==> src/rtl/alu_pkg.sv <==
`default_nettype none
// ============================================================================
// Module   : alu_pkg
// Purpose  : Shared ALU opcode encodings and control FSM state type for
//            seq_alu. EXEC exists only when ALU_MUL_EN is defined.
// Revision : 1.0 - initial release
// ============================================================================
package alu_pkg;

    typedef enum logic [2:0] {
        OP_ADD = 3'b000,
        OP_SUB = 3'b001,
        OP_AND = 3'b010,
        OP_OR  = 3'b011,
        OP_XOR = 3'b100,
        OP_SLL = 3'b101,
        OP_SRL = 3'b110,
        OP_MUL = 3'b111
    } alu_op_e;

    typedef enum logic [1:0] {
        ST_IDLE = 2'd0,
`ifdef ALU_MUL_EN
        ST_EXEC = 2'd1,
`endif
        ST_DONE = 2'd2
    } alu_state_e;

endpackage : alu_pkg
`default_nettype wire

==> src/rtl/alu_mul_iter.sv <==
`default_nettype none
// ============================================================================
// Module   : alu_mul_iter
// Purpose  : Unsigned shift-add multiplier. A start pulse loads the operands;
//            one partial product is accumulated per clock for WIDTH clocks.
//            done pulses (combinationally) during the final iteration, with
//            product showing the completed 2*WIDTH-bit result in that cycle.
// Revision : 1.0 - initial release
// ============================================================================
module alu_mul_iter #(
    parameter int WIDTH = 8
) (
    input  logic                 clk,
    input  logic                 rst,
    input  logic                 start,
    input  logic [WIDTH-1:0]     a,
    input  logic [WIDTH-1:0]     b,
    output logic                 done,
    output logic [2*WIDTH-1:0]   product
);

    localparam int CNT_W = $clog2(WIDTH);

    logic [2*WIDTH-1:0] mcand_q, mcand_d;
    logic [2*WIDTH-1:0] acc_q,   acc_d;
    logic [WIDTH-1:0]   mplier_q, mplier_d;
    logic [CNT_W-1:0]   cnt_q,   cnt_d;
    logic               busy_q,  busy_d;
    logic [2*WIDTH-1:0] addend;

    // Iteration step: add the shifted multiplicand when the current
    // multiplier bit is set, then advance both shifters and the counter.
    always_comb begin
        mcand_d  = mcand_q;
        acc_d    = acc_q;
        mplier_d = mplier_q;
        cnt_d    = cnt_q;
        busy_d   = busy_q;
        done     = 1'b0;
        addend   = mplier_q[0] ? mcand_q : '0;
        product  = acc_q + addend;
        if (start) begin
            mcand_d  = {{WIDTH{1'b0}}, a};
            mplier_d = b;
            acc_d    = '0;
            cnt_d    = '0;
            busy_d   = 1'b1;
        end else if (busy_q) begin
            acc_d    = acc_q + addend;
            mcand_d  = mcand_q << 1;
            mplier_d = mplier_q >> 1;
            cnt_d    = cnt_q + CNT_W'(1);
            if (cnt_q == CNT_W'(WIDTH - 1)) begin
                done   = 1'b1;
                busy_d = 1'b0;
                cnt_d  = '0;
            end
        end
    end

    // Multiplier datapath registers; reset abandons any iteration in flight.
    always_ff @(posedge clk or posedge rst) begin
        if (rst) begin
            mcand_q  <= '0;
            acc_q    <= '0;
            mplier_q <= '0;
            cnt_q    <= '0;
            busy_q   <= 1'b0;
        end else begin
            mcand_q  <= mcand_d;
            acc_q    <= acc_d;
            mplier_q <= mplier_d;
            cnt_q    <= cnt_d;
            busy_q   <= busy_d;
        end
    end

endmodule : alu_mul_iter
`default_nettype wire

==> src/rtl/seq_alu.sv <==
`default_nettype none
// ============================================================================
// Module   : seq_alu
// Purpose  : Sequential ALU with valid/ready handshakes on both sides.
//            Single-cycle ops present their result right after the accepting
//            edge; MUL (only when ALU_MUL_EN is defined) runs WIDTH iterations
//            in EXEC first. Without ALU_MUL_EN, opcode 111 yields zero.
// Revision : 1.0 - initial release
// ============================================================================
module seq_alu
    import alu_pkg::*;
#(
    parameter int WIDTH = 8
) (
    input  logic             clk,
    input  logic             rst,
    input  logic             in_valid,
    output logic             in_ready,
    input  logic [WIDTH-1:0] A,
    input  logic [WIDTH-1:0] B,
    input  logic [2:0]       ALUop,
    output logic             out_valid,
    input  logic             out_ready,
    output logic [WIDTH-1:0] ALUout,
    output logic             Z,
    output logic             N,
    output logic             C,
    output logic             V
);

    localparam int SH_W = $clog2(WIDTH);

    alu_state_e       state_q, state_d;
    logic             init_q,  init_d;
    logic [WIDTH-1:0] res_q,   res_d;
    logic             z_q, z_d, n_q, n_d, c_q, c_d, v_q, v_d;

    logic [WIDTH:0]   sum;
    logic [WIDTH:0]   diff;
    logic [SH_W-1:0]  shamt;
    logic [WIDTH-1:0] alu_res;
    logic             alu_c;
    logic             alu_v;
    logic             accept;

`ifdef ALU_MUL_EN
    logic               mul_start;
    logic               mul_done;
    logic [2*WIDTH-1:0] mul_product;

    alu_mul_iter #(
        .WIDTH   (WIDTH)
    ) u_mul (
        .clk     (clk),
        .rst     (rst),
        .start   (mul_start),
        .a       (A),
        .b       (B),
        .done    (mul_done),
        .product (mul_product)
    );
`endif

    // Single-cycle datapath evaluated straight from the inputs; its result is
    // only registered on the accepting edge, which is the operand capture.
    always_comb begin
        sum     = {1'b0, A} + {1'b0, B};
        diff    = {1'b0, A} + {1'b0, ~B} + (WIDTH+1)'(1);
        shamt   = B[SH_W-1:0];
        alu_res = '0;
        alu_c   = 1'b0;
        alu_v   = 1'b0;
        case (ALUop)
            OP_ADD: begin
                alu_res = sum[WIDTH-1:0];
                alu_c   = sum[WIDTH];
                alu_v   = (A[WIDTH-1] == B[WIDTH-1]) && (sum[WIDTH-1] != A[WIDTH-1]);
            end
            OP_SUB: begin
                alu_res = diff[WIDTH-1:0];
                alu_c   = diff[WIDTH];
                alu_v   = (A[WIDTH-1] != B[WIDTH-1]) && (diff[WIDTH-1] != A[WIDTH-1]);
            end
            OP_AND:  alu_res = A & B;
            OP_OR:   alu_res = A | B;
            OP_XOR:  alu_res = A ^ B;
            OP_SLL:  alu_res = A << shamt;
            OP_SRL:  alu_res = A >> shamt;
            OP_MUL:  alu_res = '0;
        endcase
    end

    // Handshake and next-state logic: DONE hands off and may accept a new op
    // in the same cycle; MUL detours through EXEC until the multiplier ends.
    always_comb begin
        state_d   = state_q;
        init_d    = 1'b1;
        res_d     = res_q;
        z_d       = z_q;
        n_d       = n_q;
        c_d       = c_q;
        v_d       = v_q;
`ifdef ALU_MUL_EN
        mul_start = 1'b0;
`endif
        in_ready  = init_q && ((state_q == ST_IDLE) ||
                               ((state_q == ST_DONE) && out_ready));
        accept    = in_valid && in_ready;
        case (state_q)
            ST_IDLE, ST_DONE: begin
                if ((state_q == ST_DONE) && out_ready) begin
                    state_d = ST_IDLE;
                end
                if (accept) begin
`ifdef ALU_MUL_EN
                    if (ALUop == OP_MUL) begin
                        state_d   = ST_EXEC;
                        mul_start = 1'b1;
                    end else
`endif
                    begin
                        state_d = ST_DONE;
                        res_d   = alu_res;
                        z_d     = (alu_res == '0);
                        n_d     = alu_res[WIDTH-1];
                        c_d     = alu_c;
                        v_d     = alu_v;
                    end
                end
            end
`ifdef ALU_MUL_EN
            ST_EXEC: begin
                if (mul_done) begin
                    state_d = ST_DONE;
                    res_d   = mul_product[WIDTH-1:0];
                    z_d     = (mul_product[WIDTH-1:0] == '0);
                    n_d     = mul_product[WIDTH-1];
                    c_d     = |mul_product[2*WIDTH-1:WIDTH];
                    v_d     = 1'b0;
                end
            end
`endif
            default: state_d = ST_IDLE;
        endcase
    end

    // Control and result registers; init_q keeps in_ready low until the
    // first edge after reset is released.
    always_ff @(posedge clk or posedge rst) begin
        if (rst) begin
            state_q <= ST_IDLE;
            init_q  <= 1'b0;
            res_q   <= '0;
            z_q     <= 1'b0;
            n_q     <= 1'b0;
            c_q     <= 1'b0;
            v_q     <= 1'b0;
        end else begin
            state_q <= state_d;
            init_q  <= init_d;
            res_q   <= res_d;
            z_q     <= z_d;
            n_q     <= n_d;
            c_q     <= c_d;
            v_q     <= v_d;
        end
    end

    assign out_valid = (state_q == ST_DONE);
    assign ALUout    = res_q;
    assign Z         = z_q;
    assign N         = n_q;
    assign C         = c_q;
    assign V         = v_q;

endmodule : seq_alu
`default_nettype wire

==> config.mk <==
export PLATFORM = sky130hd
export DESIGN_NAME = seq_alu
export DESIGN_NICKNAME = d
export VERILOG_FILES = /design/src/rtl/alu_pkg.sv /design/src/rtl/alu_mul_iter.sv /design/src/rtl/seq_alu.sv
export SDC_FILE = /design/constraint.sdc
export NUM_CORES = 1
export LEC_CHECK = 0
export BUFFER_PORTS_ARGS = -buffer_cell sky130_fd_sc_hd__buf_2
export CAP_MARGIN = 0
export CORE_ASPECT_RATIO = 0.9
export CORE_MARGIN = 2
export CORE_UTILIZATION = 45
export CTS_CLUSTER_SIZE = 30
export DETAILED_ROUTE_END_ITERATION = 10
export GPL_ROUTABILITY_DRIVEN = 0
export GPL_TIMING_DRIVEN = 0
export PLACE_DENSITY = 0.66
export SYNTH_ARGS = -nofsm -noshare
export SYNTH_HDL_FRONTEND = slang
export SYNTH_SLANG_ARGS = --single-unit
export TNS_END_PERCENT = 10
==> constraint.sdc <==
create_clock -name clk -period 2.4 [get_ports clk]
set_input_delay 0 -clock clk [delete_from_list [all_inputs] [get_ports clk]]
set_output_delay 0 -clock clk [all_outputs]
set_load 0.1 [all_outputs]
Word-level counts from Yosys, hierarchy flattened
Index checks and enable logic that the tools add are counted.
{"block": "word_totals", "ff_bits": 15, "in_bits": 23, "output_inout_bits": 14, "word_cells": 46}
{"block": "classes", "addsub": 3, "eq_ne": 13, "shift": 2, "mux": 6, "n_bitwise": 4, "n_reduce_logical": 11}
{"operator": "8-bit case mux with 8 select lines", "n": 1}
{"operator": "8-bit by 8-bit adder with 9-bit output", "n": 2}
{"operator": "3-bit == test, second input constant", "n": 4}
{"operator": "9-bit by 1-bit adder with 9-bit output, second input constant", "n": 1}
{"operator": "8-bit bitwise AND", "n": 1}
{"operator": "8-bit logical NOT", "n": 1}
{"operator": "8-bit inverter", "n": 1}
{"operator": "8-bit bitwise OR", "n": 1}
{"operator": "8-bit by 3-bit left shift with 8-bit output", "n": 1}
{"operator": "8-bit by 3-bit >> shifter with 8-bit output", "n": 1}
{"operator": "8-bit bitwise XOR", "n": 1}
{"operator": "3-bit by 2-bit == test with 1-bit output, second input constant", "n": 2}
{"operator": "2-bit two-way mux", "n": 3}
{"operator": "1-bit logical AND", "n": 5}
{"operator": "1-bit case mux with 2 select lines", "n": 2}
{"operator": "3-bit by 1-bit == test with 1-bit output, second input constant", "n": 1}
{"operator": "3-bit logical NOT", "n": 1}
{"operator": "1-bit inequality test", "n": 3}
{"operator": "3-bit inequality test, second input constant", "n": 1}
{"operator": "2-bit == test, second input constant", "n": 1}
{"operator": "2-bit logical NOT", "n": 1}
{"operator": "2-bit AND reduction", "n": 1}
{"operator": "2-bit OR reduction", "n": 1}
{"operator": "1-bit == test", "n": 1}
{"operator": "1-bit logical OR", "n": 1}

Logic depth before layout (Yosys ltp)
Gate-level depths: netlist (run 1).
{"block": "depth", "ltp_word": 7, "depth_mapped": 11, "ltp_nobuf": 11}

Worst setup path after synthesis (run 1)
No wires, ideal clock.
{"block": "synth_path", "path_kind": "input-to-reg", "from": "in B[1]", "to": "reg res_q[7] (netlist: ALUout[7])", "setup_ns": 0.069, "arrival_ns": 2.237, "required_ns": 2.331, "setup_slack_ns": 0.094, "cell_stages": 11, "n_path_buf": 2, "path_cell_list": "buf_2 -> buf_4 -> inv_1 -> ha_1 -> a21oi_1 -> o211ai_1 -> o41ai_1 -> mux2i_1 -> xnor2_1 -> o31ai_1 -> mux2_2"}
{"block": "synth_via", "elab_chain_cells": 4, "word_cells_on_any_way": 7, "classes_between": "add/sub: 3; shift: 2; mux: 1; bitwise: 1"}
{"element": "start, declared", "line_no": "seq_alu.sv:20", "rtl": "input logic [WIDTH-1:0] B,"}
{"element": "8-bit inverter", "line_no": "seq_alu.sv:68", "rtl": "diff = {1'b0, A} + {1'b0, ~B} + (WIDTH+1)'(1);"}
{"element": "8-bit by 8-bit adder with 9-bit output", "line_no": "seq_alu.sv:68"}
{"element": "9-bit by 1-bit adder with 9-bit output", "line_no": "seq_alu.sv:68"}
{"element": "8-bit case mux with 8 select lines *", "line_no": "seq_alu.sv:73", "rtl": "case (ALUop)"}
{"element": "end signal, assigned", "line_no": "seq_alu.sv:161", "rtl": "res_q <= res_d;"}
{"element": "end, declared", "line_no": "seq_alu.sv:35", "rtl": "logic [WIDTH-1:0] res_q, res_d;"}
Mark *: on every way between the ends. The rest lies on a longest branch, timed or not.
A chain may end at the register's enable or synchronous reset.

Final worst setup path (run 1)
{"block": "layout_path", "from": "in B[1]", "to": "reg res_q[6] (netlist: ALUout[6])"}
The elaborated chain is that of the path after synthesis.

==> flow_summary.ini, run 1 <==
[status]
outcome = complete, no violations

[layout]
nets = 365
multi_input_area_sq_um = 1714
post-route-util = 0.5677
syn2layout_area_growth_pct = 18.56
num_antenna_cells = 0
fill_cells = 464
seq_area_sq_um = 325.3
drive_gt1_frac = 0.2357

[synth]
synth.top_cell.area_share = 0.1494
synthCells = 270
synth_top_family_by_area = compound AO/OA/AOI/OAI gates
synth_flop_cell = dfrtp_1
yosys.area_share.xor_xnor = 0.03218
synth-edff-count = 0
yosys.area_share.simple = 0.1787
synthMuxAreaShare = 0.1448
syn_nets = 320
synth.avg_cell_area_sq_um = 8.063
synthTopCellsByArea = dfrtp_1 15%, ha_1 14%, mux2i_1 5.5%, mux4_2 4.1%, inv_1 4.0%
synth_compound_area_frac = 0.2466
async_flop_share = 1.000
synthAdderAreaFrac = 0.1621
synth.most_common_cell = ha_1
synth_largest_area_cell = dfrtp_1
syn-cell-area_sq_um = 2177
yosysSeqAreaShare = 0.1494
ys_warn_count = 0
ys_ff_latch = 13
synth_commonest_cells = 25 x ha_1, 23 x inv_1, 23 x nor2_1
synthDistinctLibCells = 54

[critical_path]
cp_data_arrival_time_ns = 2.39
reg2reg_slack_ns = 0.43
crit_end = ALUout[6]
end_kind = flop
worstPathMaxFanout = 19
worstPathRequired_ns = 2.52
cp-start-kind = input port
reg2reg_from = state_q[1]
cp-startpoint = B[1]
path_cells = buf_4, buf_8, clkinvlp_4, fa_1, nand2b_1, a21oi_1, a221oi_2, o22ai_1, a211o_1, mux2_2
slowest_delay_ns = 0.47
crit_type = input port to flop
cp_slowest_cell = fa_1
reg2reg_to = Z
reg2reg_depth = 7

[placed_design]
io_buffers = 35
hpwl_mm = 4.865

[detailed_routing]
vias_per_cell = 5.851
drc_errors = 0
wl_mm = 6.072
postRouteAntennaNets = 0
drt-initial-drc-count = 225
dr.pass1.iters = 5
wire_per_inst_um = 16.15
vias = 2200

[global_route]
grt_pass1_vias = 1968
met3_usage = 0.02584
use_met2 = 0.3266
grt-busiest-layer = met1
grt_pass1_wl_mm = 10.09
grtUsageMet1 = 0.3554
grt_overflow_total = 0
antenna_found_initial = 0
grt_max_degree = 14
grt.total_usage = 0.2279

[timing]
fin_crit_ns = 2.270
clock_skew_ns = 0.0003502
relSlewSlack = 0.6156
tns_ns = 0
rsz0062_at_grt = no
worstMarginPinSlew_ns = 0.5722
fin_crit_sh = 0.9457
slew_viol_final = 0
setup_viol = 0
clock.fmax_ghz = 0.4406
hold_viol_final = 0

[floorplanning]
die_h_um = 69.99
dieArea_sq_um = 5411
core_area_sq_um = 4547
dieWidth_um = 77.32
io_pins = 37
start_util = 0.4788
rows = 23

[job]
maxCapViolCount = 0

[power_and_ir_drop]
leakage_nw = 1.197
total_power_mw = 1.326
power.density_nw_per_um2 = 513.6
vdd.ir_drop.worst_mv = 0.3853

[clocking]
cts_sinks = 13
clock_latency_ns = 0.23
cts_tree = done
path_clk_slew_ns = 0.05
clk_path_buf_depth = 2
root_buffer = clkbuf_8
cts_made_buffers = 3
htreeDepth = 1

[hold_path]
min_path_type = input port to flop
-- cells in the final DEF (no fill, tap or decap), types with 9 or more instances in the layout --
| master | synthesis | layout |
|---|---|---|
| dfrtp_1 | 13 | 13 |
| a21oi_1 | 13 | 12 |
| nor3_1 | 9 | 9 |
| o21ai_0 | 9 | 9 |
| mux2i_1 | 12 | 12 |
| ha_1 | 25 | 24 |
| nor2_1 | 23 | 23 |
| nand2_1 | 17 | 17 |
| buf_2 | 6 | 39 |
| inv_1 | 23 | 22 |
-- worst max-delay path, delay by kind of cell --
family                   cells  cell delay [ns]
AO/OA/AOI/OAI                4             1.00
multiplexers                 1             0.26
adder cells (fa/ha/maj)      1             0.47
buffers and inverters        3             0.51
AND/OR/NAND/NOR              1             0.14
-- power breakdown --
part,switching (mW),internal [mW]
clock network,0.0651,0.116
logic,0.624,0.241
registers,0.0193,0.260
total,0.709,0.617
-- logic make-up (layout without fill, tap and decap cells) --
| kind of cell | count (synthesis) | count (layout) |
|---|---|---|
| AND/OR/NAND/NOR | 80 | 80 |
| AO/OA/AOI/OAI | 75 | 75 |
| buffers and inverters | 42 | 86 |
| adder cells (fa/ha/maj) | 27 | 27 |
| multiplexers | 24 | 24 |
| flip-flops | 13 | 13 |
| XOR/XNOR | 8 | 8 |
| other | 1 | 1 |
-- metrics by stage --
step / cells / hold slack, ns / worst slack (ns) / instance area [sq um]
detailed placement: 367 / 0.03260 / -0.7796 / 2430
finish: 376 / 0.08949 / 0.1302 / 2581
CTS: 375 / 0.08398 / 0.01827 / 2566
global route: 376 / 0.1215 / 0.01827 / 2581
floorplan: 270 / -0.1230 / 0.09372 / 2177
global placement: 367 / 0.03625 / -0.7953 / 2430
-- area by class of cell --
cell class              count  share of cell area
clock buffers               4             0.01745
flip-flops and latches     13              0.1260
plain buffers              15             0.03442
well taps                  62             0.03005
inverters                  26             0.04072
repair buffers             41             0.08725
multi-input cells         215              0.6641
-- metal layers --
metal,part of all wire,vias up
li1,-,1076
met1,0.49,1019
met2,0.43,93
met3,0.062,12
met4,0.015,0
met5,0,-
-- flip-flops by register name, indices dropped and copies added (netlist names) --
| name | cells |
|---|---|
| ALUout | 8 |
| C | 1 |
| V | 1 |
| Z | 1 |
| init_q | 1 |
| state_q | 1 |
-- timing repair --
item	4_1_cts	5_1_grt
pin swaps	4	3
setup buffers	3	2
endpoints found under the hold margin	13	0
setup endpoints to repair	6	5
resized for setup	11	2
hold buffers	1	0
-- worst min path at each step --
| stage | depth (start not counted) | endpoint | slack, ns | startpoint |
|---|---|---|---|---|
| floorplan | 1 | ALUout[0] | -0.12 | rst |
| global placement | 2 | ALUout[4] | 0.04 | rst |
| detailed placement | 2 | ALUout[6] | 0.03 | rst |
| CTS | 3 | state_q[1] | 0.08 | out_ready |
| global route | 3 | state_q[1] | 0.12 | out_ready |
| finish | 3 | state_q[1] | 0.09 | out_ready |
Power figures use the tool's default switching activity.
==> run 2, diff against run 1 <==
--- a/config.mk
+++ b/config.mk
@@ -5,7 +5,7 @@
 export SDC_FILE = /design/constraint.sdc
 export NUM_CORES = 1
 export LEC_CHECK = 0
-export BUFFER_PORTS_ARGS = -buffer_cell sky130_fd_sc_hd__buf_2
+export BUFFER_PORTS_ARGS = -buffer_cell sky130_fd_sc_hd__buf_4
 export CAP_MARGIN = 0
 export CORE_ASPECT_RATIO = 0.9
 export CORE_MARGIN = 2
==> run 2 against run 1 <==
  * Sequential share of layout area shrank 0.11 points
  * Largest cell class unchanged
  * Combinational power rose by 2.7%
  * Clock-buffer cell count unchanged
  * Clock power rose by 4%
  * First-iteration DRC count down 9.8%
  * Wire length fell by 0.36%
  * Sequential cell count unchanged
  * Sequential power hardly changed
  * Setup slack better by 0.027 ns
  * Global-route usage shrank 0.13 points
==> flow_summary.ini, run 2 (synthesis gave the netlist of run 1 again) <==
[layout]
stdcell_area_sq_um = 2604
syn2layout_area_growth_pct = 19.60
fill_cells = 448
drive_gt1_frac = 0.2168
num_antenna_cells = 0
mostFrequentLayoutCell = buf_4
final_cell_mix = 37 x buf_4, 25 x ha_1, 23 x inv_1, 23 x nor2_1, 17 x nand2_1
largest_reg_flops = 8
nets = 360
fin_cells = 371

[timing]
relSlewSlack = 0.6351
hold_viol_final = 0
worstMarginPinSlew_ns = 0.5431
hold_slack_ns = 0.06262
clock.fmax_ghz = 0.4459
clock_skew_ns = 0.001039
rsz0062_at_grt = no
fin_crit_ns = 2.243
fin_crit_sh = 0.9345
setup_viol = 0
slew_viol_final = 0

[floorplanning]
rows = 23
io_pins = 37
dieWidth_um = 77.32
die_h_um = 69.99
dieArea_sq_um = 5411
core_area_sq_um = 4547
start_util = 0.4788

[critical_path]
path_cells = buf_4, clkinv_1, ha_1, buf_2, nand3_1, o211ai_1, nor2_1, mux2_2, a22oi_1, o211ai_1, o41ai_2
critPathTopFamily = compound AO/OA/AOI/OAI gates
end_kind = flop
slowest_delay_ns = 0.36
worstPathMaxFanout = 9
critPathBufInv = 3
crit_type = input port to flop
worstPathRequired_ns = 2.54
reg2reg_slack_ns = 0.42
cp-start-kind = input port
cp_data_arrival_time_ns = 2.38
cpMostUsedCell = o211ai_1
cp_slowest_cell = ha_1

[detailed_routing]
drt-initial-drc-count = 203
postRouteAntennaNets = 0
wire_per_inst_um = 16.31
dr.pass1.iters = 7
vias = 2180
wl_mm = 6.050
vias_per_cell = 5.876
drc_errors = 0

[global_route]
grt_max_degree = 25
grt.total_usage = 0.2266
grt_pass1_vias = 1977
antenna_found_initial = 0
grt_pass1_wl_mm = 9.956
grt_overflow_total = 0

[clocking]
cts_made_buffers = 3
cts_sinks = 13
path_clk_slew_ns = 0.05
root_buffer = clkbuf_8
clk_path_buf_depth = 2
cts_tree = done
clock_latency_ns = 0.24
htreeDepth = 1

[power_and_ir_drop]
vdd.ir_drop.worst_mv = 0.3969
leakage_nw = 1.201
total_power_mw = 1.357
power.density_nw_per_um2 = 521.0

[placed_design]
hpwl_mm = 4.839
place_inst = 367
post_dp_cell_area_sq_um = 2517
io_buffers = 35

[status]
outcome = complete, no violations

[job]
maxCapViolCount = 0

[hold_path]
min_path_type = input port to flop
## run 2: per-stage QoR
stage	setup TNS (ns)	setup WS, ns	utilization
2_1_floorplan	0	0.09372	-
4_1_cts	0	0.01612	0.5704
6_report	0	0.1572	0.5726
3_3_place_gp	-2.652	-0.7400	0.5537
3_5_place_dp	-2.832	-0.7789	0.5537
5_1_grt	0	0.006348	0.5726
## run 2: final cells by class
class	count	area, sq um	area share
Buffer	14	73.82	0.02835
Clock buffer	4	45.04	0.01730
Inverter	26	97.59	0.03748
Multi-Input combinational cell	215	1700	0.6531
Sequential cell	13	325.3	0.1249
Tap cell	62	77.57	0.02979
Timing Repair Buffer	37	284.0	0.1091
## run 2: power breakdown
group,internal (mW),total [mW],switching [mW]
sequential,0.260,0.280,0.0208
clock,0.117,0.188,0.0709
combinational,0.267,0.888,0.621
total,0.644,1.36,0.713
## run 2: path summary, 6_finish.rpt
| kind | start | endpoint | cells after the start |
|---|---|---|---|
| worst max-delay path | B[2] | Z | 11 |
| worst min-delay path | out_ready | state_q[1] | 3 |
| worst min register to register | V | V | 2 |
| max in group asynchronous | rst | ALUout[7] | 3 |
| min in group asynchronous | rst | ALUout[6] | 3 |
| worst max register to register | state_q[1] | Z | 7 |
## run 2: worst min-delay path, cell delays in order
cell      delay, ns
buf_4          0.07
nand2b_1       0.13
nand2_1        0.06
## run 2: timing repair
action | in CTS | in global routing
pin swaps | 3 | 1
setup buffers | 1 | 0
setup endpoints to repair | 6 | 3
hold buffers | 1 | 0
gates resized for setup | 5 | 2
hold endpoints to repair | 13 | 0
## run 2: layer usage
layer,vias to the layer above,share of wire,track usage
li1,1062,-,-
met1,1000,0.48,0.3431
met2,108,0.43,0.3459
met3,10,0.073,0.02584
met4,0,0.012,0.04365
met5,-,0,0
==> run 3, diff against run 2 <==
--- a/config.mk
+++ b/config.mk
@@ -5,6 +5,7 @@
 export SDC_FILE = /design/constraint.sdc
 export NUM_CORES = 1
 export LEC_CHECK = 0
+export ABC_AREA = 1
 export BUFFER_PORTS_ARGS = -buffer_cell sky130_fd_sc_hd__buf_4
 export CAP_MARGIN = 0
 export CORE_ASPECT_RATIO = 0.9
==> run 3 against run 2 <==
  * First-iteration DRC count up 29%
  * Combinational power down 13%
  * Area after synthesis up 3.7%
  * Setup slack better by 0.63 ns
==> flow_summary.ini, run 3 <==
[timing]
rsz0062_at_grt = no
fin_ws_ns = 0.7842
setup_viol = 0
relSlewSlack = 0.6544
fin_crit_ns = 1.616
fin_crit_sh = 0.6733
tns_ns = 0
worstMarginPinSlew_ns = 0.5178
clock_skew_ns = 0.0006461
clock.fmax_ghz = 0.6189
hold_viol_final = 0
slew_viol_final = 0

[detailed_routing]
wl_mm = 6.502
vias_per_cell = 5.194
drt-initial-drc-count = 261
vias = 2592
wire_per_inst_um = 13.03
dr.pass1.iters = 5
drc_errors = 0
postRouteAntennaNets = 0

[synth]
yosysSeqAreaShare = 0.1440
synth.avg_cell_area_sq_um = 5.732
synth_flop_cell = dfrtp_1
syn_nets = 444
synth_commonest_cells = 124 x nand2_1, 75 x nand3_1, 54 x inv_1
async_flop_share = 1.000
synth_largest_area_cell = nand2_1
syn-cell-area_sq_um = 2258
synthDistinctLibCells = 28
ys_warn_count = 0
synth.top_cell.area_share = 0.2061
ys_ff_latch = 13
synth-edff-count = 0
synthTopCellsByArea = nand2_1 21%, nand3_1 17%, dfrtp_1 14%, ha_1 14%, inv_1 9.0%
synth.most_common_cell = nand2_1
synthCells = 394

[power_and_ir_drop]
pwr-share-comb = 0.623
power.density_nw_per_um2 = 464.5
p_switching_uw = 664.3
p_int_uw = 574.7
vdd.ir_drop.worst_mv = 0.3658
clkPwrFrac = 0.159
leakage_nw = 1.516
p_sw_frac = 0.5361
p_seq_frac = 0.219

[layout]
fin_cells = 499
largest_reg_flops = 8
drive_gt1_frac = 0.1429
syn2layout_area_growth_pct = 18.12
final_cell_mix = 124 x nand2_1, 75 x nand3_1, 54 x inv_1
mostFrequentLayoutCell = nand2_1
post-route-util = 0.5518
stdcell_area_sq_um = 2668
num_antenna_cells = 0
nets = 485

[hold_path]
min_path_type = input port to flop

[placed_design]
hpwl_mm = 5.441
dp_slack_ns = 0.5624
io_buffers = 34
place_inst = 493
post_dp_cell_area_sq_um = 2603

[global_route]
grt.total_usage = 0.2454
grt_overflow_total = 0
grt_max_degree = 14
grt_pass1_vias = 2285
grt_pass1_wl_mm = 10.96
antenna_found_initial = 0

[floorplanning]
rows = 24
die_h_um = 71.21
io_pins = 37
dieWidth_um = 78.68
start_util = 0.4671
core_area_sq_um = 4835
dieArea_sq_um = 5602

[critical_path]
cp_data_arrival_time_ns = 1.80
crit_type = input port to flop
cp-start-kind = input port
worstPathRequired_ns = 2.58
worstPathMaxFanout = 12
end_kind = flop

[clocking]
cts_tree = done
path_clk_slew_ns = 0.06
cts_made_buffers = 3
root_buffer = clkbuf_8
cts_sinks = 13
clock_latency_ns = 0.24
cts_setup_buffers = 0
clk_path_buf_depth = 2
htreeDepth = 1

[status]
outcome = complete, no violations

[job]
maxCapViolCount = 0
## run 3: cell types whose count changed after synthesis, moves of 5 or more
cell,delta
nand2_1,+107
nand3_1,+69
inv_1,+31
nor2b_1,-6
nand2b_1,-7
inv_2,+5
clkbuf_1,-5
nand4_1,+5
mux2_2,-7
mux2i_1,-12
a221oi_1,-5
## run 3: final timing paths
check	startpoint	to	slack [ns]	cells past startpoint
worst max-delay path	B[1]	Z	0.78	15
worst min-delay path	in_valid	ALUout[4]	0.15	4
worst max register to register	state_q[1]	Z	0.87	11
worst min register to register	V	V	0.48	2
max in group asynchronous	rst	ALUout[3]	1.71	3
min in group asynchronous	rst	state_q[1]	0.35	3
## run 3: cell families (layout without fill, tap and decap cells)
family          Yosys count  count (layout)  synth area share
simple gates            247             247            0.4776
buf+inv                  70             110            0.1280
compound gates           30              30           0.06925
fa+ha+maj                27              27            0.1562
flops                    13              13            0.1440
xor+xnor                  6               6           0.02327
other cells               1               1          0.001660
## run 3: area by class of cell
type | instances | area [sq um]
fill | 524 | 2167
multi-input combinational | 311 | 1652
sequential | 13 | 325.3
timing repair buffer | 36 | 275.3
inverter | 59 | 221.5
tap | 65 | 81.33
buffer | 11 | 67.56
clock buffer | 4 | 45.04
## run 3: timing repair
action                     CTS  global route
hold endpoints to repair    14             0
gates resized for setup      0             0
setup endpoints to repair    0             0
hold buffers                 2             0
## run 3: critical path: stages
cell and delay, ns:
buf_4 0.15, inv_2 0.12, buf_4 0.22, ha_1 0.28
nor2_1 0.13, nand2_1 0.09, nand2_1 0.10, nand2_1 0.09
nand2_1 0.12, nand2_1 0.06, nand3_1 0.06, nand3_1 0.09
nor3_1 0.16, nand2_1 0.07, nand2_1 0.06
## run 3: per-layer routing
metal	GRT usage	share of wire	vias up	wire length, um
li1	-	-	1337	-
met1	0.3838	0.48	1136	3143
met2	0.3713	0.42	117	2761
met3	0.03699	0.090	2	586
met4	0.01559	0.0015	0	10
met5	0	0	-	0
## run 3: power groups by stage
stage | combinational (mW) | sequential [mW] | clock [mW]
6_report | 0.771 | 0.271 | 0.197
5_1_grt | 0.838 | 0.276 | 0.213
4_1_cts | 0.769 | 0.272 | 0.197
3_5_place_dp | 0.765 | 0.275 | 0
3_3_place_gp | 0.761 | 0.275 | 0
2_1_floorplan | 0.335 | 0.517 | 0
## run 3: per-stage QoR
step                      power (mW)  hold WS, ns
final                          1.239       0.1517
after global routing           1.327       0.1885
after global placement         1.036      0.05729
after CTS                      1.238       0.1507
after floorplan               0.8519      -0.1230
after detailed placement       1.040      0.06573
